**config.mk**
```make
export PLATFORM = sky130hd
export DESIGN_NAME = audio_stream_sequencer_flat
export DESIGN_NICKNAME = d
export VERILOG_FILES = /design/src/rtl/audio_seq_pkg.sv /design/src/rtl/audio_stream_sequencer_if.sv /design/src/rtl/sample_fifo.sv /design/src/rtl/audio_stream_sequencer.sv /design/src/flat_wrapper.sv
export SDC_FILE = /design/constraint.sdc
export NUM_CORES = 1
export LEC_CHECK = 0
export CORE_MARGIN = 2
export CORE_UTILIZATION = 53
export DETAILED_ROUTE_END_ITERATION = 10
export PLACE_DENSITY = 0.76
export SYNTH_ARGS = -nofsm -noshare
export SYNTH_HDL_FRONTEND = slang
export SYNTH_SLANG_ARGS = --single-unit
```
**constraint.sdc**
```tcl
create_clock -name aclk -period 5.2 [get_ports aclk]
set_clock_uncertainty 0.05 [all_clocks]
set_input_delay 0.78 -clock aclk [delete_from_list [all_inputs] [get_ports aclk]]
set_output_delay 0.78 -clock aclk [all_outputs]
set_load 0.005 [all_outputs]
```
**src/rtl/audio_seq_pkg.sv**
```systemverilog
// Shared types and constants for the audio stream sequencer.
// Optional feature macro: SEQ_ZERO_FILL_EN.
package audio_seq_pkg;

  typedef enum logic [1:0] {
    IDLE  = 2'd0,
    RUN   = 2'd1,
    ISSUE = 2'd2
  } seq_state_e;

  localparam int DATA_W_DEF   = 16;
  localparam int DIV_44K1_50M = 1134;

endpackage

```
**src/rtl/audio_stream_sequencer_if.sv**
```systemverilog
// Stream bundle between sample source, FIR core and result sink.
// master = source/filter/sink side, slave = sequencer side.
interface audio_stream_sequencer_if
  import audio_seq_pkg::*;
#(
  parameter int DATA_W = DATA_W_DEF
);

  logic              in_tvalid;
  logic              in_tready;
  logic [DATA_W-1:0] in_tdata;
  logic              flt_tvalid;
  logic              flt_tready;
  logic [DATA_W-1:0] flt_tdata;
  logic              res_tvalid;
  logic [DATA_W-1:0] res_tdata;
  logic              out_tvalid;
  logic [DATA_W-1:0] out_tdata;

  modport master (
    output in_tvalid, in_tdata,
    input  in_tready,
    input  flt_tvalid, flt_tdata,
    output flt_tready,
    output res_tvalid, res_tdata,
    input  out_tvalid, out_tdata
  );

  modport slave (
    input  in_tvalid, in_tdata,
    output in_tready,
    output flt_tvalid, flt_tdata,
    input  flt_tready,
    input  res_tvalid, res_tdata,
    output out_tvalid, out_tdata
  );

endinterface

```
**src/rtl/sample_fifo.sv**
```systemverilog
// Synchronous FIFO with extra-MSB pointers for exact full/empty.
// Optional feature macro of the enclosing block: SEQ_ZERO_FILL_EN.
module sample_fifo
  import audio_seq_pkg::*;
#(
  parameter int WIDTH = DATA_W_DEF,
  parameter int DEPTH = 8
) (
  input  logic             aclk,
  input  logic             aresetn,
  input  logic             push,
  input  logic [WIDTH-1:0] din,
  input  logic             pop,
  output logic [WIDTH-1:0] dout,
  output logic             full,
  output logic             empty
);

  localparam int AW = $clog2(DEPTH);

  logic [AW:0]      wptr;
  logic [AW:0]      rptr;
  logic [WIDTH-1:0] mem [DEPTH];
  logic             do_push;
  logic             do_pop;

  assign do_push = push && !full;
  assign do_pop  = pop && !empty;

  always_ff @(posedge aclk) begin
    if (!aresetn) begin
      wptr <= '0;
      rptr <= '0;
    end else begin
      if (do_push) wptr <= wptr + 1'b1;
      if (do_pop)  rptr <= rptr + 1'b1;
    end
  end

  always_ff @(posedge aclk) begin
    if (do_push) mem[wptr[AW-1:0]] <= din;
  end

  assign dout  = mem[rptr[AW-1:0]];
  assign empty = (wptr == rptr);
  assign full  = (wptr[AW] != rptr[AW]) &&
                 (wptr[AW-1:0] == rptr[AW-1:0]);

endmodule

```
**src/rtl/audio_stream_sequencer.sv**
```systemverilog
// Paces buffered audio samples into the FIR core on each sample tick.
// Optional feature macro: SEQ_ZERO_FILL_EN (issue zeros on underrun).
module audio_stream_sequencer
  import audio_seq_pkg::*;
#(
  parameter int DATA_W     = DATA_W_DEF,
  parameter int DIV        = DIV_44K1_50M,
  parameter int FIFO_DEPTH = 8
) (
  input  logic                    aclk,
  input  logic                    aresetn,
  input  logic                    enable,
  audio_stream_sequencer_if.slave bus,
  output logic [15:0]             underrun_cnt,
  output logic                    late_tick,
  output logic                    overrun
);

  seq_state_e        state_q;
  seq_state_e        state_d;
  logic [15:0]       tcnt;
  logic              tick;
  logic              full;
  logic              empty;
  logic              push;
  logic              pop;
  logic              fill0;
  logic              done;
  logic              urun;
  logic [DATA_W-1:0] dout;
  logic [DATA_W-1:0] flt_data_q;
  logic              out_vld_q;
  logic [DATA_W-1:0] out_data_q;

  assign tick = enable && (tcnt == 16'(DIV - 1));
  assign push = bus.in_tvalid && !full;
  assign done = (state_q == ISSUE) && bus.flt_tready;
  assign urun = (state_q == RUN) && tick && empty;

  assign bus.in_tready  = !full;
  assign bus.flt_tvalid = (state_q == ISSUE);
  assign bus.flt_tdata  = flt_data_q;
  assign bus.out_tvalid = out_vld_q;
  assign bus.out_tdata  = out_data_q;

  sample_fifo #(
    .WIDTH (DATA_W),
    .DEPTH (FIFO_DEPTH)
  ) u_fifo (
    .aclk    (aclk),
    .aresetn (aresetn),
    .push    (push),
    .din     (bus.in_tdata),
    .pop     (pop),
    .dout    (dout),
    .full    (full),
    .empty   (empty)
  );

  always_comb begin
    state_d = state_q;
    pop     = 1'b0;
    fill0   = 1'b0;
    unique case (state_q)
      IDLE: begin
        if (enable) state_d = RUN;
      end
      RUN: begin
        if (tick) begin
          if (!empty) begin
            pop     = 1'b1;
            state_d = ISSUE;
          end else begin
`ifdef SEQ_ZERO_FILL_EN
            fill0   = 1'b1;
            state_d = ISSUE;
`else
            state_d = RUN;
`endif
          end
        end else if (!enable) begin
          state_d = IDLE;
        end
      end
      ISSUE: begin
        if (done) state_d = RUN;
      end
      default: state_d = IDLE;
    endcase
  end

  always_ff @(posedge aclk) begin
    if (!aresetn) begin
      state_q      <= IDLE;
      tcnt         <= '0;
      flt_data_q   <= '0;
      underrun_cnt <= '0;
      late_tick    <= 1'b0;
      overrun      <= 1'b0;
      out_vld_q    <= 1'b0;
      out_data_q   <= '0;
    end else begin
      state_q <= state_d;
      if (!enable || tick) tcnt <= '0;
      else                 tcnt <= tcnt + 16'd1;
      if (pop)        flt_data_q <= dout;
      else if (fill0) flt_data_q <= '0;
      if (urun && (underrun_cnt != 16'hFFFF))
        underrun_cnt <= underrun_cnt + 16'd1;
      // a tick during ISSUE is only flagged, never acted on
      if (tick && (state_q == ISSUE)) late_tick <= 1'b1;
      if (bus.in_tvalid && full)      overrun   <= 1'b1;
      out_vld_q <= bus.res_tvalid;
      if (bus.res_tvalid) out_data_q <= bus.res_tdata;
    end
  end

endmodule

```
**src/flat_wrapper.sv**
```systemverilog
// flat-port wrapper written by rule: the top's interface ports become plain ports
module audio_stream_sequencer_flat import audio_seq_pkg::*;
#(
  parameter int DATA_W     = DATA_W_DEF,
  parameter int DIV        = DIV_44K1_50M,
  parameter int FIFO_DEPTH = 8
)
  (aclk, aresetn, enable, underrun_cnt, late_tick, overrun, bus_in_tvalid, bus_in_tdata, bus_in_tready, bus_flt_tvalid, bus_flt_tdata, bus_flt_tready, bus_res_tvalid, bus_res_tdata, bus_out_tvalid, bus_out_tdata);
  audio_stream_sequencer_if #(.DATA_W(DATA_W)) bus_i ();
  input  logic aclk;
  input  logic aresetn;
  input  logic enable;
  output logic [15:0] underrun_cnt;
  output logic late_tick;
  output logic overrun;
  input wire logic [$bits(bus_i.in_tvalid)-1:0] bus_in_tvalid;
  input wire logic [$bits(bus_i.in_tdata)-1:0] bus_in_tdata;
  output wire logic [$bits(bus_i.in_tready)-1:0] bus_in_tready;
  output wire logic [$bits(bus_i.flt_tvalid)-1:0] bus_flt_tvalid;
  output wire logic [$bits(bus_i.flt_tdata)-1:0] bus_flt_tdata;
  input wire logic [$bits(bus_i.flt_tready)-1:0] bus_flt_tready;
  input wire logic [$bits(bus_i.res_tvalid)-1:0] bus_res_tvalid;
  input wire logic [$bits(bus_i.res_tdata)-1:0] bus_res_tdata;
  output wire logic [$bits(bus_i.out_tvalid)-1:0] bus_out_tvalid;
  output wire logic [$bits(bus_i.out_tdata)-1:0] bus_out_tdata;
  assign bus_i.in_tvalid = bus_in_tvalid;
  assign bus_i.in_tdata = bus_in_tdata;
  assign bus_in_tready = bus_i.in_tready;
  assign bus_flt_tvalid = bus_i.flt_tvalid;
  assign bus_flt_tdata = bus_i.flt_tdata;
  assign bus_i.flt_tready = bus_flt_tready;
  assign bus_i.res_tvalid = bus_res_tvalid;
  assign bus_i.res_tdata = bus_res_tdata;
  assign bus_out_tvalid = bus_i.out_tvalid;
  assign bus_out_tdata = bus_i.out_tdata;
  audio_stream_sequencer #(.DATA_W(DATA_W), .DIV(DIV), .FIFO_DEPTH(FIFO_DEPTH)) u_core (.aclk(aclk), .aresetn(aresetn), .enable(enable), .bus(bus_i), .underrun_cnt(underrun_cnt), .late_tick(late_tick), .overrun(overrun));
endmodule
```
==> results.yml, run 1 <==
worst_setup_path:
  criticalPathCategory: "reg2out"
  cp.required_ps: 4370
  crit_arrival_ps: 2500
  r2r_slack_ps: 2490
  critPathSlowestCell: "clkdlybuf4s50_1"
  crit_path_start_kind: "flip-flop"
  cp_max_fo: 37
  r2r_cells: 6
  r2r-end: "u_core.u_fifo.mem[5][13]"
  endpoint_kind: "primary output"
  crit_start: "u_core.u_fifo.rptr[1]"
  reg2reg_from: "u_core.u_fifo.rptr[1]"
  path_cells: "buf_4 -> xor2_1 -> nor4_1 -> inv_1 -> clkdlybuf4s50_1"
  cpPeakStageDelay_ps: 510
clock_tree:
  cts_buffer_depth: 3
  ctsResizeCount: 0
  ctsRootBufferMaster: "clkbuf_16"
  cts_hold_buf: 0
  cts_tree: "built"
  clk_latency_ps: 490
  cts_made_buffers: 21
  path_clk_slew_ps: 60
  cts_max_level: 1
  postCtsSetupBuffers: 0
  clock-sinks: 205
routing:
  dr.pass1.iters: 4
  vias: 4972
  postRouteAntennaNets: 0
  wl_per_cell_um: 19.04
  drc: 0
  via_per_inst: 5.775
  wirelength_um: 16400
  drtIter0Drc: 282
layout:
  drive_gt1_share_pct: 12.93
  area.growth.synth_to_final_pct: 21.22
  n_fill_cell: 1064
  insertedDiodeCount: 0
  nets: 702
logic_synthesis:
  yosys.area.top_type: "edfxtp_1"
  synth_nets: 605
  ys_warn_count: 0
  ys_seq_elements: 205
  synth_ff_type: "edfxtp_1"
  ys_top_cells_by_area: "edfxtp_1, dfxtp_1, mux4_2"
  synth_edf_count: 128
  avgSynthCellArea_um2: 14.53
  netlist_area_mm2: 0.008167
  yosysSeqAreaShare_pct: 65.94
  synthCells: 562
  yosysTopAreaCellShare_pct: 47.07
  synthDistinctLibCells: 47
  async_reset_ff_share_pct: 0
placed_design:
  dp_hpwl_um: 10200
  io_buffers: 90
  routabilityCongestion: 0.8226
  place_ws_ps: 2345
pwr:
  ir_drop_v: 0.0002939
  p_int_mw: 2.634
  comb_power_share_pct: 4.3
  power.switching_mw: 0.6700
  clock_power_share_pct: 41.8
  swShare_pct: 20.28
  p_leak_nw: 3.229
  p_per_area_mw_per_mm2: 333.7
  p_seq_share_pct: 53.8
die:
  io_pins: 91
  die_w_um: 128.1
  floorplan.rows: 45
  start_util_pct: 53.92
  core_mm2: 0.01515
  die_area_mm2: 0.01642
  fp.dieH_um: 128.1
sta:
  period_needed_ps: 3331
  finalSetupViolations: 0
  fmax_mhz: 300.2
  rsz0062_at_grt: "no"
  slew_viol_final: 0
  hold_viol: 0
  fin_hold_ws_ps: 416.9
  worst_slew_pin_slew_ps: 1013
  relSlewSlack_pct: 32.36
  fin_setup_tns_ps: 0
  fin_ws_ps: 1869
  finalCritPeriodShare_pct: 64.05
global_routing:
  grt_antenna_before_repair: 0
  grt_max_degree: 55
  grt-ovfl-total: 0
  grt_pass1_vias: 5027
  grt.total_usage_pct: 20.44
  grt_pass1_wl_um: 26080
hold_path:
  min_from: "u_core.late_tick"
  hold_path_class: "reg2reg"
  holdPathStages: 1
  timing.hold.worst_endpoint: "u_core.late_tick"
job:
  cap_violations: 0
outcome:
  status: "completed"
-- cell type report --
type / count / area, um^2 / share of cell area (%)
timing repair buffer: 101 / 983.4 / 9.934
clock buffer: 30 / 599.3 / 6.054
inverter: 8 / 30.03 / 0.3033
multi-input combinational: 322 / 2628 / 26.54
clock inverter: 7 / 37.54 / 0.3792
sequential: 205 / 5386 / 54.41
tap: 188 / 235.2 / 2.376
-- worst max-delay path by stage --
| stage | depth (start not counted) | to |
|---|---|---|
| finish | 5 | bus_in_tready |
| global route | 5 | bus_in_tready |
| CTS | 5 | bus_in_tready |
| detailed placement | 4 | u_core.u_fifo.mem[7][3] |
| global placement | 4 | u_core.u_fifo.mem[7][2] |
| floorplan | 5 | u_core.u_fifo.mem[0][0] |
-- cell families after synthesis --
family	Yosys count	share of synthesized area [%]
adder cells (fa/ha/maj)	5	0.7660
buffers and inverters	35	2.038
AND/OR/NAND/NOR	172	10.99
multiplexers	71	13.60
flip-flops	205	65.94
XOR/XNOR	27	2.896
AO/OA/AOI/OAI	47	3.769
-- power by group through the flow --
stage	clock (mW)	sequential (mW)	combinational, mW
after floorplan	0	1.81	0.0702
after global placement	0	1.81	0.140
after detailed placement	0	1.81	0.145
after CTS	1.41	1.78	0.146
after global routing	1.47	1.78	0.157
final	1.38	1.78	0.144
-- critical path, delay by kind of cell, from the launching register on --
kind                   cells  cell delay (ps)
flip-flops                 1              310
XOR/XNOR                   1              190
AND/OR/NAND/NOR            1              430
buffers and inverters      3             1080
-- synthesized netlist by cell type (2+ instances only) --
master / instances
clkbuf_1: 11
nor4_1: 3
mux4_2: 32
buf_2: 10
nor2_1: 74
xor2_1: 12
nor2b_1: 2
buf_4: 2
nor3_1: 8
buf_6: 2
nand3_1: 15
xnor2_1: 15
or3_1: 7
nand4_1: 11
buf_1: 2
inv_1: 7
a211oi_1: 16
edfxtp_1: 128
ha_1: 5
and4_1: 3
o31ai_1: 5
or4_1: 5
dfxtp_1: 77
a21oi_1: 15
o21ai_0: 7
nand2b_1: 8
mux2i_1: 39
and3_1: 5
nand2_1: 18
-- per-layer routing --
layer,track usage (%),part of all wire [%],wire length [um],up-vias
met5,0,0,0,-
met4,6.335,2.4,391,0
met3,3.422,5.7,935,31
met2,34.54,50,8126,167
met1,27.39,42,6941,2450
li1,-,-,-,2324
-- metrics by stage --
stage | area [um^2] | cells | util (%) | total power, mW
after global placement | 9263 | 824 | 61.16 | 1.950
after floorplan | 8167 | 562 | - | 1.877
after CTS | 9899 | 861 | 65.36 | 3.334
after global routing | 9899 | 861 | 65.36 | 3.413
final | 9899 | 861 | 65.36 | 3.304
after detailed placement | 9263 | 824 | 61.16 | 1.958
-- sequential cells by signal (all words and copies together), names as in the netlist --
| register | cells |
|---|---|
| u_core.u_fifo.rptr | 4 |
| u_core.underrun_cnt | 16 |
| u_core.tcnt | 16 |
| u_core.overrun | 1 |
| u_core.late_tick | 1 |
| u_core.bus.flt_tdata | 16 |
| u_core.bus.out_tvalid | 1 |
| u_core.state_q | 2 |
| u_core.u_fifo.mem | 128 |
| u_core.bus.out_tdata | 16 |
| u_core.u_fifo.wptr | 4 |
-- layout by cell type, fill, tap and decap left out, types with 16 or more instances in the layout --
cell type	n
a211oi_1	16
edfxtp_1	128
clkdlybuf4s50_1	90
nand2_1	18
clkbuf_16	21
mux2i_1	39
dfxtp_1	76
mux4_2	32
nor2_1	73
(Power assumes the default switching activity.)
==> inputs of run 2 (changes only) <==
--- a/config.mk
+++ b/config.mk
@@ -6,9 +6,9 @@
 export NUM_CORES = 1
 export LEC_CHECK = 0
 export CORE_MARGIN = 2
-export CORE_UTILIZATION = 53
+export CORE_UTILIZATION = 50
 export DETAILED_ROUTE_END_ITERATION = 10
-export PLACE_DENSITY = 0.76
+export PLACE_DENSITY = 0.75
 export SYNTH_ARGS = -nofsm -noshare
 export SYNTH_HDL_FRONTEND = slang
 export SYNTH_SLANG_ARGS = --single-unit
==> constraint.sdc (replaced) <==
create_clock -name aclk -period 2.9 [get_ports aclk]
set_clock_uncertainty 0.05 [all_clocks]
set_input_delay 0.435 -clock aclk [delete_from_list [all_inputs] [get_ports aclk]]
set_output_delay 0.435 -clock aclk [all_outputs]
set_load 0.005 [all_outputs]
==> results.yml, run 2 (same netlist as run 1, synthesis figures left out) <==
outcome:
  status: "completed"
routing:
  drc: 0
  drtIter0Drc: 314
  wirelength_um: 16590
  wl_per_cell_um: 18.37
  vias: 5010
  dr.pass1.iters: 4
  postRouteAntennaNets: 0
  via_per_inst: 5.548
layout:
  insertedDiodeCount: 0
  mostFrequentLayoutCells: "edfxtp_1, clkdlybuf4s50_1, dfxtp_1"
  nets: 714
  largest_register_ffs: 128
  multi_input_area_mm2: 0.002631
  drive_gt1_share_pct: 13.54
  n_fill_cell: 1189
  fin_area_mm2: 0.01007
  seq_area_mm2: 0.005388
  area.growth.synth_to_final_pct: 23.36
  layout_commonest_cell: "edfxtp_1"
  utilization_pct: 63.19
worst_setup_path:
  endpoint_kind: "primary output"
  crit_arrival_ps: 2090
  cp.required_ps: 2410
  criticalPathCategory: "reg2out"
  cp_max_fo: 10
  crit_path_start_kind: "flip-flop"
placed_design:
  dp_hpwl_um: 10500
  place_ws_ps: 396.3
  io_buffers: 90
  routabilityCongestion: 0.8406
  placed_area_mm2: 0.009397
pwr:
  p_leak_nw: 3.290
  p_seq_share_pct: 52.4
  comb_power_share_pct: 4.5
  power.switching_mw: 1.265
  clock_power_share_pct: 43.1
  p_per_area_mw_per_mm2: 603.6
  p_int_mw: 4.816
  swShare_pct: 20.81
  ir_drop_v: 0.0005280
sta:
  rsz0062_at_grt: "no"
  fin_ws_ps: 323.9
  relSlewSlack_pct: 51.37
  fin_setup_tns_ps: 0
  finalSetupViolations: 0
  fmax_mhz: 388.2
  slew_viol_final: 0
  hold_viol: 0
  finalCritPeriodShare_pct: 88.83
  fin_hold_ws_ps: 427.5
  worst_slew_pin_slew_ps: 726.7
  period_needed_ps: 2576
clock_tree:
  clk_latency_ps: 510
  path_clk_slew_ps: 60
  postCtsSetupBuffers: 0
  ctsRootBufferMaster: "clkbuf_16"
  cts_buffer_depth: 3
  cts_max_level: 1
  cts_tree: "built"
  cts_made_buffers: 22
  clock-sinks: 205
global_routing:
  grt_pass1_vias: 4997
  grt.total_usage_pct: 19.20
  grt_antenna_before_repair: 0
  grt-ovfl-total: 0
  grt_max_degree: 37
  grt_pass1_wl_um: 26520
die:
  fp.dieH_um: 131.8
  start_util_pct: 51.22
  die_w_um: 131.8
  die_area_mm2: 0.01737
  floorplan.rows: 46
  core_mm2: 0.01594
  io_pins: 91
hold_path:
  hold_path_class: "reg2reg"
job:
  cap_violations: 0
[run 2: what timing repair did]
action / CTS / global route
hold buffers: 0 / 0
endpoints found under the setup margin: 0 / 1
gates resized for setup: 0 / 1
[run 2: layout make-up]
class	instances	share of cell area [%]
inverters	8	0.2981
well taps	216	2.683
multi-input cells	322	26.12
clock buffers	35	5.949
clock inverters	5	0.7700
flip-flops and latches	205	53.48
repair buffers	112	10.71
[run 2: final timing paths]
| check | startpoint | endpoint | slack (ps) | depth (start not counted) |
|---|---|---|---|---|
| max | u_core.u_fifo.wptr[1] | bus_in_tready | 320 | 4 |
| max reg2reg | u_core.u_fifo.wptr[1] | u_core.u_fifo.mem[5][2] | 530 | 6 |
| min | u_core.late_tick | u_core.late_tick | 430 | 1 |
| min reg2reg | u_core.late_tick | u_core.late_tick | 430 | 1 |
[run 2: stage by stage]
stage | cells | total power [mW]
floorplan | 562 | 3.366
detailed placement | 863 | 3.519
finish | 903 | 6.081
global route | 903 | 6.263
global placement | 863 | 3.508
CTS | 903 | 6.136
[run 2: routing by layer]
| metal | part of all wire [%] | global-route usage, % | wire [um] |
|---|---|---|---|
| met1 | 41 | 24.68 | 6819 |
| met4 | 2.2 | 5.616 | 364 |
| met2 | 50 | 33.62 | 8333 |
| met5 | 0 | 0 | 0 |
| met3 | 6.5 | 3.383 | 1073 |
[run 2: power groups by stage]
stage               registers (mW)  logic (mW)  clock network (mW)
floorplan                     3.24       0.126                   0
global placement              3.24       0.265                   0
detailed placement            3.25       0.273                   0
CTS                           3.19       0.275                2.67
global route                  3.19       0.297                2.78
finish                        3.19       0.272                2.62
[run 2: critical path: stages (launching register included)]
cell	delay, ps
dfxtp_2	470
xor2_1	140
nor4_1	380
inv_1	100
clkdlybuf4s50_1	480
